--- src/rtl/branch_predictor_pkg.sv ---
// Shared types and PC slicing helpers for the branch predictor.
package branch_predictor_pkg;

    // Default table size: 2^4 = 16 entries.
    localparam int IDX_BITS_DEF = 4;

    // 2-bit direction counter encodings.
    typedef enum logic [1:0] {
        SNT = 2'b00,
        WNT = 2'b01,
        WT  = 2'b10,
        ST  = 2'b11
    } ctr_t;

    // Table index of a PC: word address modulo the table size.
    function automatic logic [31:0] pc_idx(input logic [31:0] pc, input int idx_bits);
        return (pc >> 2) & ((32'd1 << idx_bits) - 32'd1);
    endfunction

    // Tag of a PC: all bits above the index.
    function automatic logic [31:0] pc_tag(input logic [31:0] pc, input int idx_bits);
        return pc >> (idx_bits + 2);
    endfunction

endpackage

--- src/rtl/branch_predictor_if.sv ---
// Fetch-lookup and execute-resolve signals between the pipeline and the predictor.
interface branch_predictor_if;

    logic [31:0] PCF;
    logic        PredTakenF;
    logic [31:0] PredTargetF;
    logic [31:0] PCE;
    logic [31:0] PCPlus4E;
    logic [31:0] PCTargetE;
    logic        BranchE;
    logic        JumpE;
    logic        PCSrcE;
    logic        PredTakenE;
    logic [31:0] PredTargetE;
    logic        ValidE;
    logic        StallE;
    logic        MispredictE;
    logic [31:0] RedirectPCE;
    logic [31:0] BrCount;
    logic [31:0] MissCount;

    // Pipeline side
    modport master (
        output PCF, PCE, PCPlus4E, PCTargetE, BranchE, JumpE, PCSrcE,
               PredTakenE, PredTargetE, ValidE, StallE,
        input  PredTakenF, PredTargetF, MispredictE, RedirectPCE, BrCount, MissCount
    );

    // Predictor side
    modport slave (
        input  PCF, PCE, PCPlus4E, PCTargetE, BranchE, JumpE, PCSrcE,
               PredTakenE, PredTargetE, ValidE, StallE,
        output PredTakenF, PredTargetF, MispredictE, RedirectPCE, BrCount, MissCount
    );

endinterface

--- src/rtl/branch_predictor_sat_counter2.sv ---
// 2-bit saturating up/down counter with parallel load; resets to weak-not-taken.
module sat_counter2
    import branch_predictor_pkg::*;
(
    input  logic clk,
    input  logic rst,
    input  logic en,
    input  logic up,
    input  logic load,
    input  ctr_t load_val,
    output ctr_t q
);

    // Load wins over count; counting stops at either end.
    always_ff @(posedge clk) begin
        if (rst) begin
            q <= WNT;
        end else if (load) begin
            q <= load_val;
        end else if (en) begin
            if (up && q != ST) begin
                q <= ctr_t'(q + 2'd1);
            end else if (!up && q != SNT) begin
                q <= ctr_t'(q - 2'd1);
            end
        end
    end

endmodule

--- src/rtl/branch_predictor.sv ---
// Direct-mapped BHT + BTB: combinational fetch lookup, execute-stage
// mispredict detection, table training and saturating statistics.
module branch_predictor
    import branch_predictor_pkg::*;
#(
    parameter int IDX_BITS = IDX_BITS_DEF
) (
    input  logic                CLK,
    input  logic                RST,
    branch_predictor_if.slave   bp
);

    localparam int TAG_BITS = 30 - IDX_BITS;
    localparam int ENTRIES  = 1 << IDX_BITS;

    logic                valid  [ENTRIES];
    logic [TAG_BITS-1:0] tag_q  [ENTRIES];
    logic [31:0]         tgt_q  [ENTRIES];
    logic                jmp_q  [ENTRIES];
    ctr_t                ctr    [ENTRIES];

    logic [IDX_BITS-1:0] idx_f, idx_e;
    logic [TAG_BITS-1:0] tag_f, tag_e;
    logic                hit_f, hit_e;
    logic                ctl_e, upd_e, mis_e;
    logic [31:0]         redir_e;
    logic [ENTRIES-1:0]  wr, inv;
    logic [31:0]         br_count, miss_count;

    assign idx_f = IDX_BITS'(pc_idx(bp.PCF, IDX_BITS));
    assign tag_f = TAG_BITS'(pc_tag(bp.PCF, IDX_BITS));
    assign idx_e = IDX_BITS'(pc_idx(bp.PCE, IDX_BITS));
    assign tag_e = TAG_BITS'(pc_tag(bp.PCE, IDX_BITS));

    assign ctl_e = bp.BranchE | bp.JumpE;
    // A held instruction trains exactly once, on the cycle it leaves Execute.
    assign upd_e = bp.ValidE & ~bp.StallE;

    // Fetch lookup sees the stored (pre-update) entry; no same-cycle bypass.
    always_comb begin
        hit_f          = valid[idx_f] && (tag_q[idx_f] == tag_f);
        bp.PredTakenF  = hit_f && (jmp_q[idx_f] || ctr[idx_f][1]);
        bp.PredTargetF = bp.PredTakenF ? tgt_q[idx_f] : bp.PCF + 32'd4;
    end

    // Resolve: compare the carried prediction with the actual outcome.
    always_comb begin
        hit_e   = valid[idx_e] && (tag_q[idx_e] == tag_e);
        mis_e   = 1'b0;
        redir_e = bp.PCPlus4E;
        if (bp.ValidE) begin
            if (ctl_e && bp.PCSrcE) begin
                redir_e = bp.PCTargetE;
                mis_e   = !bp.PredTakenE || (bp.PredTargetE != bp.PCTargetE);
            end else begin
                // Not-taken branch, or a non-control op carrying a stale prediction.
                mis_e = bp.PredTakenE;
            end
        end
    end

    assign bp.MispredictE = mis_e;
    assign bp.RedirectPCE = redir_e;

    for (genvar gi = 0; gi < ENTRIES; gi++) begin : g_entry
        assign wr[gi]  = upd_e && ctl_e && (idx_e == IDX_BITS'(gi));
        assign inv[gi] = upd_e && !ctl_e && bp.PredTakenE && (idx_e == IDX_BITS'(gi));

        sat_counter2 u_ctr (
            .clk      (CLK),
            .rst      (RST),
            .en       (wr[gi] && hit_e),
            .up       (bp.PCSrcE),
            .load     (wr[gi] && !hit_e),
            .load_val (bp.PCSrcE ? WT : WNT),
            .q        (ctr[gi])
        );
    end

    // Entry valid bits: allocate on control-flow resolve, drop on stale alias.
    always_ff @(posedge CLK) begin
        if (RST) begin
            for (int i = 0; i < ENTRIES; i++) valid[i] <= 1'b0;
        end else begin
            for (int i = 0; i < ENTRIES; i++) begin
                if (wr[i]) begin
                    valid[i] <= 1'b1;
                end else if (inv[i]) begin
                    valid[i] <= 1'b0;
                end
            end
        end
    end

    // Entry payload: tag/target/jump are refreshed on every resolve (hit or allocate).
    always_ff @(posedge CLK) begin
        for (int i = 0; i < ENTRIES; i++) begin
            if (wr[i]) begin
                tag_q[i] <= tag_e;
                tgt_q[i] <= bp.PCTargetE;
                jmp_q[i] <= bp.JumpE;
            end
        end
    end

    // Statistics counters, sticking at all-ones.
    always_ff @(posedge CLK) begin
        if (RST) begin
            br_count   <= '0;
            miss_count <= '0;
        end else if (upd_e) begin
            if (ctl_e && br_count != 32'hFFFF_FFFF) br_count <= br_count + 32'd1;
            if (mis_e && miss_count != 32'hFFFF_FFFF) miss_count <= miss_count + 32'd1;
        end
    end

    assign bp.BrCount   = br_count;
    assign bp.MissCount = miss_count;

endmodule

--- src/flat_wrapper.sv ---
// flat-port wrapper written by rule: the top's interface ports become plain ports
module branch_predictor_flat import branch_predictor_pkg::*;
#(
    parameter int IDX_BITS = IDX_BITS_DEF
)
  (CLK, RST, bp_PCF, bp_PCE, bp_PCPlus4E, bp_PCTargetE, bp_BranchE, bp_JumpE, bp_PCSrcE, bp_PredTakenE, bp_PredTargetE, bp_ValidE, bp_StallE, bp_PredTakenF, bp_PredTargetF, bp_MispredictE, bp_RedirectPCE, bp_BrCount, bp_MissCount);
  branch_predictor_if bp_i ();
  input  logic CLK;
  input  logic RST;
  input wire logic [$bits(bp_i.PCF)-1:0] bp_PCF;
  input wire logic [$bits(bp_i.PCE)-1:0] bp_PCE;
  input wire logic [$bits(bp_i.PCPlus4E)-1:0] bp_PCPlus4E;
  input wire logic [$bits(bp_i.PCTargetE)-1:0] bp_PCTargetE;
  input wire logic [$bits(bp_i.BranchE)-1:0] bp_BranchE;
  input wire logic [$bits(bp_i.JumpE)-1:0] bp_JumpE;
  input wire logic [$bits(bp_i.PCSrcE)-1:0] bp_PCSrcE;
  input wire logic [$bits(bp_i.PredTakenE)-1:0] bp_PredTakenE;
  input wire logic [$bits(bp_i.PredTargetE)-1:0] bp_PredTargetE;
  input wire logic [$bits(bp_i.ValidE)-1:0] bp_ValidE;
  input wire logic [$bits(bp_i.StallE)-1:0] bp_StallE;
  output wire logic [$bits(bp_i.PredTakenF)-1:0] bp_PredTakenF;
  output wire logic [$bits(bp_i.PredTargetF)-1:0] bp_PredTargetF;
  output wire logic [$bits(bp_i.MispredictE)-1:0] bp_MispredictE;
  output wire logic [$bits(bp_i.RedirectPCE)-1:0] bp_RedirectPCE;
  output wire logic [$bits(bp_i.BrCount)-1:0] bp_BrCount;
  output wire logic [$bits(bp_i.MissCount)-1:0] bp_MissCount;
  assign bp_i.PCF = bp_PCF;
  assign bp_i.PCE = bp_PCE;
  assign bp_i.PCPlus4E = bp_PCPlus4E;
  assign bp_i.PCTargetE = bp_PCTargetE;
  assign bp_i.BranchE = bp_BranchE;
  assign bp_i.JumpE = bp_JumpE;
  assign bp_i.PCSrcE = bp_PCSrcE;
  assign bp_i.PredTakenE = bp_PredTakenE;
  assign bp_i.PredTargetE = bp_PredTargetE;
  assign bp_i.ValidE = bp_ValidE;
  assign bp_i.StallE = bp_StallE;
  assign bp_PredTakenF = bp_i.PredTakenF;
  assign bp_PredTargetF = bp_i.PredTargetF;
  assign bp_MispredictE = bp_i.MispredictE;
  assign bp_RedirectPCE = bp_i.RedirectPCE;
  assign bp_BrCount = bp_i.BrCount;
  assign bp_MissCount = bp_i.MissCount;
  branch_predictor #(.IDX_BITS(IDX_BITS)) u_core (.CLK(CLK), .RST(RST), .bp(bp_i));
endmodule
--- config.mk ---
export PLATFORM = sky130hd
export DESIGN_NAME = branch_predictor_flat
export DESIGN_NICKNAME = d
export VERILOG_FILES = /design/src/rtl/branch_predictor_pkg.sv /design/src/rtl/branch_predictor_if.sv /design/src/rtl/branch_predictor_sat_counter2.sv /design/src/rtl/branch_predictor.sv /design/src/flat_wrapper.sv
export SDC_FILE = /design/constraint.sdc
export NUM_CORES = 2
export LEC_CHECK = 0
export CORE_MARGIN = 2
export CORE_UTILIZATION = 35
export CTS_BUF_LIST = sky130_fd_sc_hd__clkbuf_4 sky130_fd_sc_hd__clkbuf_8 sky130_fd_sc_hd__clkbuf_16
export DETAILED_ROUTE_END_ITERATION = 7
export MAX_ROUTING_LAYER = met4
export PLACE_DENSITY = 0.55
export SYNTH_ARGS = -nofsm -noshare
export SYNTH_HDL_FRONTEND = slang
export SYNTH_SLANG_ARGS = --single-unit
export TNS_END_PERCENT = 10
--- constraint.sdc ---
create_clock -name CLK -period 5.4 [get_ports CLK]
set_input_delay 1.08 -clock CLK [delete_from_list [all_inputs] [get_ports CLK]]
set_output_delay 1.08 -clock CLK [all_outputs]
set_load 0.02 [all_outputs]
Word-level counts from Yosys, hierarchy flattened --
Memories as Yosys holds them, arrays and structs flattened. Index checks and enable logic that the tools add are counted.
Storage, ports and cells: bits in writable memories 960, memory bits (read-only) 0, bits in latches 0, logic and storage cells 723, memories 4, bits in registers 96
Cells by class: divide/modulo/power cells 0, multipliers 0, reductions and logical operators 223, shifts and indexed selects 0, order comparisons 1, equality and inequality tests 36, mux-type cells 370, add/subtract/negate cells 35, bitwise logic cells 36
Memory list:
- u_core.tgt_q | depth 16, bits a word 32, rd ports 1, clocked after Yosys merged registers in 0, write ports 1, line branch_predictor.sv:18 | logic [31:0] tgt_q [ENTRIES];
- u_core.tag_q | depth 16, bits a word 26, rd ports 2, clocked after Yosys merged registers in 0, write ports 1, line branch_predictor.sv:17 | logic [TAG_BITS-1:0] tag_q [ENTRIES];
- u_core.jmp_q | depth 16, bits a word 1, rd ports 1, clocked after Yosys merged registers in 0, write ports 1, line branch_predictor.sv:19 | logic jmp_q [ENTRIES];
- u_core.valid | depth 16, bits a word 1, rd ports 2, clocked after Yosys merged registers in 0, write ports 16, line branch_predictor.sv:16 | logic valid [ENTRIES];
Operators with widths (count):
- $mux 32 | 18
- $reduce_or 32->1 | 15
- $mux 26 | 15
- $reduce_or 26->1 | 15
- $mux 1 | 224
- $mux 4 | 45
- $mux 2 | 67
- $logic_and 1x1->1 | 105
- $add 32x1->32 const B | 2
- $ne 32x32->1 const B | 2
- $reduce_bool 2->1 | 32
- $eq 26x26->1 | 2
- $reduce_bool 3->1 | 16
- $reduce_and 2->1 | 18
- $or 1x1->1 | 33
- $add 2x1->2 const B | 16
- $add 32x3->32 const B | 1
- $eq 4x4->1 const B | 8
- $ne 2x2->1 const B | 16
- $ne 32x32->1 | 1
- $sub 2x1->2 const B | 16
- $eq 4x3->1 const B | 4
- $reduce_or 1->1 | 15
- $bmux 2 s4 | 1
- 9 further kinds | 14

Logic depth before layout (Yosys ltp) --
depth after elaboration 22, mapped depth 17

Hierarchy --
Synthesis repeated with hierarchy kept, for this count alone.
Unflattened totals: cell total of the unflattened synthesis 2673, area, all modules 47493.0 um2
Modules (own cells, without submodules):
- branch_predictor | cells each 2449, instances 1, area each 45611.2 um2
- sat_counter2 | cells each 14, instances 16, area each 117.6 um2

Worst setup path before layout --
No wires, ideal clock.
kind input port to output port, start in bp_PCF[2], end out bp_PredTargetF[2], arrival 4.747 ns, data required time 4.320 ns, buffers on the path 5, slack -0.427 ns, cell stages on the path 12, path through buf_2 buf_2 buf_1 buf_2 mux4_2 a211oi_1 a21oi_1 xnor2_1 nand4_1 nor4_2 buf_2 mux2i_1
Between the ends: longest elaborated chain between the ends 7, elaborated cells on any way between the ends 14
Ends and longest elaborated chain:
- start, declared | line flat_wrapper.sv:10 | input wire logic [$bits(bp_i.PCF)-1:0] bp_PCF;
- branches (longest 5 deep; another with $mem_v2 16x26)
- $logic_and 1x1->1 * | line branch_predictor.sv:42 | bp.PredTakenF = hit_f && (jmp_q[idx_f] || ctr[idx_f][1]);
- via bp_PredTakenF | line flat_wrapper.sv:21 | output wire logic [$bits(bp_i.PredTakenF)-1:0] bp_PredTakenF;
- $mux 32 * | line branch_predictor.sv:43 | bp.PredTargetF = bp.PredTakenF ? tgt_q[idx_f] : bp.PCF + 32'd4;
- end, declared | line flat_wrapper.sv:22 | output wire logic [$bits(bp_i.PredTargetF)-1:0] bp_PredTargetF;
Mark *: on every way through the listed nets, which the timed path passes. The select of a mux whose other input is x is not followed.

Worst setup path after layout --
start in bp_PCF[2], end out bp_PredTargetF[24]
Between the ends: longest elaborated chain between the ends 7, elaborated cells on any way between the ends 14
Ends and longest elaborated chain (line):
- branches (longest 6 deep; another with $mem_v2 16x26)
- $mux 32 * | branch_predictor.sv:43
Every way passes the cells marked *. The select of a mux whose other input is x is not followed.

==> qor.yml <==
finClkSkew_ns: 0.05017
p_per_area_nw_per_um2: 314.9
synthToLayoutAreaGrowth_pct: 22.84
worst_setup_path_start_kind: "primary input"
finalMaxSlewViolations: 0
track_usage_pct: 21.40
setup_violations: 26
syn_area_per_cell_um2: 17.26
syn_area_um2: 48210
cts_tree: "yes"
synth_ff_type: "edfxtp_1"
critPathArrivalTime_ns: 4.45
synth_warnings: 0
layout-drive-gt1-share_pct: 28.37
hold_ws_ns: 0.5047
synthArstFlopShare_pct: 0
fin_crit_sh_pct: 102.4
detail_route.first_pass.iterations: 7
die_x_um: 375.1
post-route-drc-count: 0
slowest_delay_ns: 0.57
rsz0062_at_grt: "true"
gp_congestion: 0.8331
post_dp_cell_area_um2: 54940
grt_pass1_vias: 29120
die_h_um: 375.1
violations: "setup timing"
final_cells: 5168
clkTransAtPathRegs_ns: 0.06
rows: 136
cts-buffers-inserted: 113
die_area_um2: 140700
synth-seq-area-share_pct: 63.78
io_pins: 298
core_um2: 137200
hold_viol_final: 0
p_total_mw: 18.65
setup_ws_ns: -0.1296
peakVddDrop_mv: 0.2569
avgRoutedWirePerCell_um: 28.57
hold_class: "register to register"
synth_largest_area_cell: "edfxtp_1"
ctsHoldBuffers: 0
synth_top_area_share_pct: 59.80
cap_violations: 0
design_area_um2: 59220
synth-edff-count: 960
routed_wl_um: 147600
path_cells: "buf_16 -> buf_12 -> buf_16 -> mux4_2 -> mux4_2 -> xor2_1 -> nor4_1 -> nand4_1 -> nor4_4 -> buf_6 -> buf_12 -> buf_12 -> mux2_4 -> buf_6"
root_buffer: "clkbuf_16"
outcome: "complete, but fails checks"
avgViaCountPerCell: 5.605
grt_max_degree: 82
ys_types: 67
post-place-ws_ns: -0.9148
tns_ns: -2.506
fin_nets: 3442
grt_pass1_wl_um: 211900
drt_iter0_drc: 2913
path_max_fanout: 8
ant_nets: 0
dp_cells: 4938
fin_util_pct: 43.18
required_ns: 4.32
antenna_found_initial: 8
grt_overflow_total: 0
fmax_ghz: 0.1808
initial_core_util_pct: 35.15
clockBufferDepth: 3
most-common-layout-cells: "edfxtp_1 (960), mux4_2 (356), clkdlybuf4s50_1 (253)"
clock-sinks: 1056
slowest_stage: "mux4_2"
vias: 28970
clock_latency_ns: 0.75
synth_cells: 2793
portBuffers: 295
crit_top_cell: "buf_12"
min_period_ns: 5.530
final_common_cell: "edfxtp_1"
ys_ff_latch: 1056
synthTopCellsByArea: "edfxtp_1 (60%), mux4_2 (17%), dfxtp_1 (4.0%), mux2i_1 (2.7%), mux2_2 (1.9%)"
nFillCells: 12120
timing.slew.headroom_pct: 33.17
worst-setup-path-type: "primary input to output pin"
leakagePower_nw: 19.50
worst_pin_slew_ns: 0.9920
place_hpwl_um: 93760
htreeDepth: 3
critPathCaptureType: "output pin"
syn-num-nets: 2964
==> registers in the layout (all words and copies together), names as in the netlist <==
| register | count |
|---|---|
| u_core.tgt_q | 512 |
| u_core.tag_q | 416 |
| u_core.bp.BrCount | 32 |
| u_core.bp.MissCount | 32 |
| u_core.g_entry.u_ctr.q | 32 |
| u_core.jmp_q | 16 |
| u_core.valid | 16 |
==> logic make-up (layout without fill, tap and decap cells) <==
kind of cell	Yosys count	in the layout	synth area share (%)
compound gates	274	274	4.179
xor+xnor	160	160	2.922
fa+ha+maj	3	3	0.07787
buf+inv	230	803	2.188
flops	1056	1056	63.78
mux	568	568	21.34
other cells	0	8	0
simple gates	502	502	5.505
==> routing by layer <==
| metal | wire length, um | global-route usage [%] | share of wire, % | up-vias |
|---|---|---|---|---|
| li1 | - | - | - | 12480 |
| met1 | 65240 | 29.70 | 44 | 15220 |
| met2 | 68570 | 32.57 | 46 | 1068 |
| met3 | 10480 | 4.306 | 7.1 | 202 |
| met4 | 3354 | 4.895 | 2.3 | 0 |
| met5 | 0 | - | 0 | - |
==> repair_timing <==
action | 4_1_cts | 5_1_grt
buffers inserted | 8 | 0
hold endpoints to repair | 0 | 0
setup endpoints to repair | 33 | 33
cloned | 5 | 0
pin swaps | 6 | 1
gates resized for setup | 219 | 17
==> layout make-up <==
cell class / count / area (um2) / area share (%)
Multi-Input combinational cell: 1507 / 16580 / 27.99
Antenna cell: 8 / 20.02 / 0.03381
Timing Repair Buffer: 536 / 5540 / 9.356
Tap cell: 1794 / 2245 / 3.790
Sequential cell: 1056 / 30750 / 51.93
Inverter: 57 / 254.0 / 0.4289
Clock inverter: 70 / 732.0 / 1.236
Clock buffer: 140 / 3102 / 5.238
==> power by group <==
part | internal, mW | leakage, nW | total (mW) | switching, mW
Combinational | 0.772 | 8.18 | 1.70 | 0.925
Sequential | 8.99 | 9.43 | 9.03 | 0.0321
Clock | 4.65 | 1.89 | 7.93 | 3.28
==> worst max-delay path, delay by kind of cell <==
family / cells / cell delay (ns)
muxes: 3 / 1.37
and+or+nand+nor: 3 / 0.79
buffers and inverters: 7 / 1.02
xor gates and xnor gates: 1 / 0.18
==> path summary, 6_finish.rpt <==
path,start,endpoint,slack (ns),cells past startpoint
hold reg to reg,u_core.bp.BrCount[29],u_core.bp.BrCount[29],0.50,2
setup reg to reg,u_core.tag_q[11][9],u_core.g_entry[10].u_ctr.q[0],1.87,9
setup / recovery,bp_PCF[2],bp_PredTargetF[24],-0.13,14
hold / removal,u_core.bp.BrCount[29],u_core.bp.BrCount[29],0.50,2
==> synth_stat cells, drive strengths merged (5+ instances only) <==
| library cell | instances |
|---|---|
| nand2b | 12 |
| and2 | 16 |
| a22oi | 16 |
| and4 | 12 |
| nor3 | 17 |
| edfxtp | 960 |
| nand2 | 72 |
| a22o | 11 |
| mux2i | 128 |
| xor2 | 97 |
| nand3 | 57 |
| xnor2 | 63 |
| a211o | 9 |
| o2111ai | 14 |
| dfxtp | 96 |
| nor2 | 114 |
| inv | 56 |
| o22ai | 10 |
| clkbuf | 84 |
| a221o | 28 |
| or2 | 5 |
| buf | 89 |
| mux4 | 359 |
| a211oi | 13 |
| nand4 | 82 |
| a31oi | 17 |
| a41oi | 6 |
| nor4 | 17 |
| a21o | 22 |
| nor2b | 33 |
| o21ai | 34 |
| a21oi | 39 |
| and3 | 44 |
| or3 | 12 |
| mux2 | 81 |
| o211ai | 7 |
| a31o | 17 |
| o31ai | 5 |
Power figures use the tool's default switching activity.
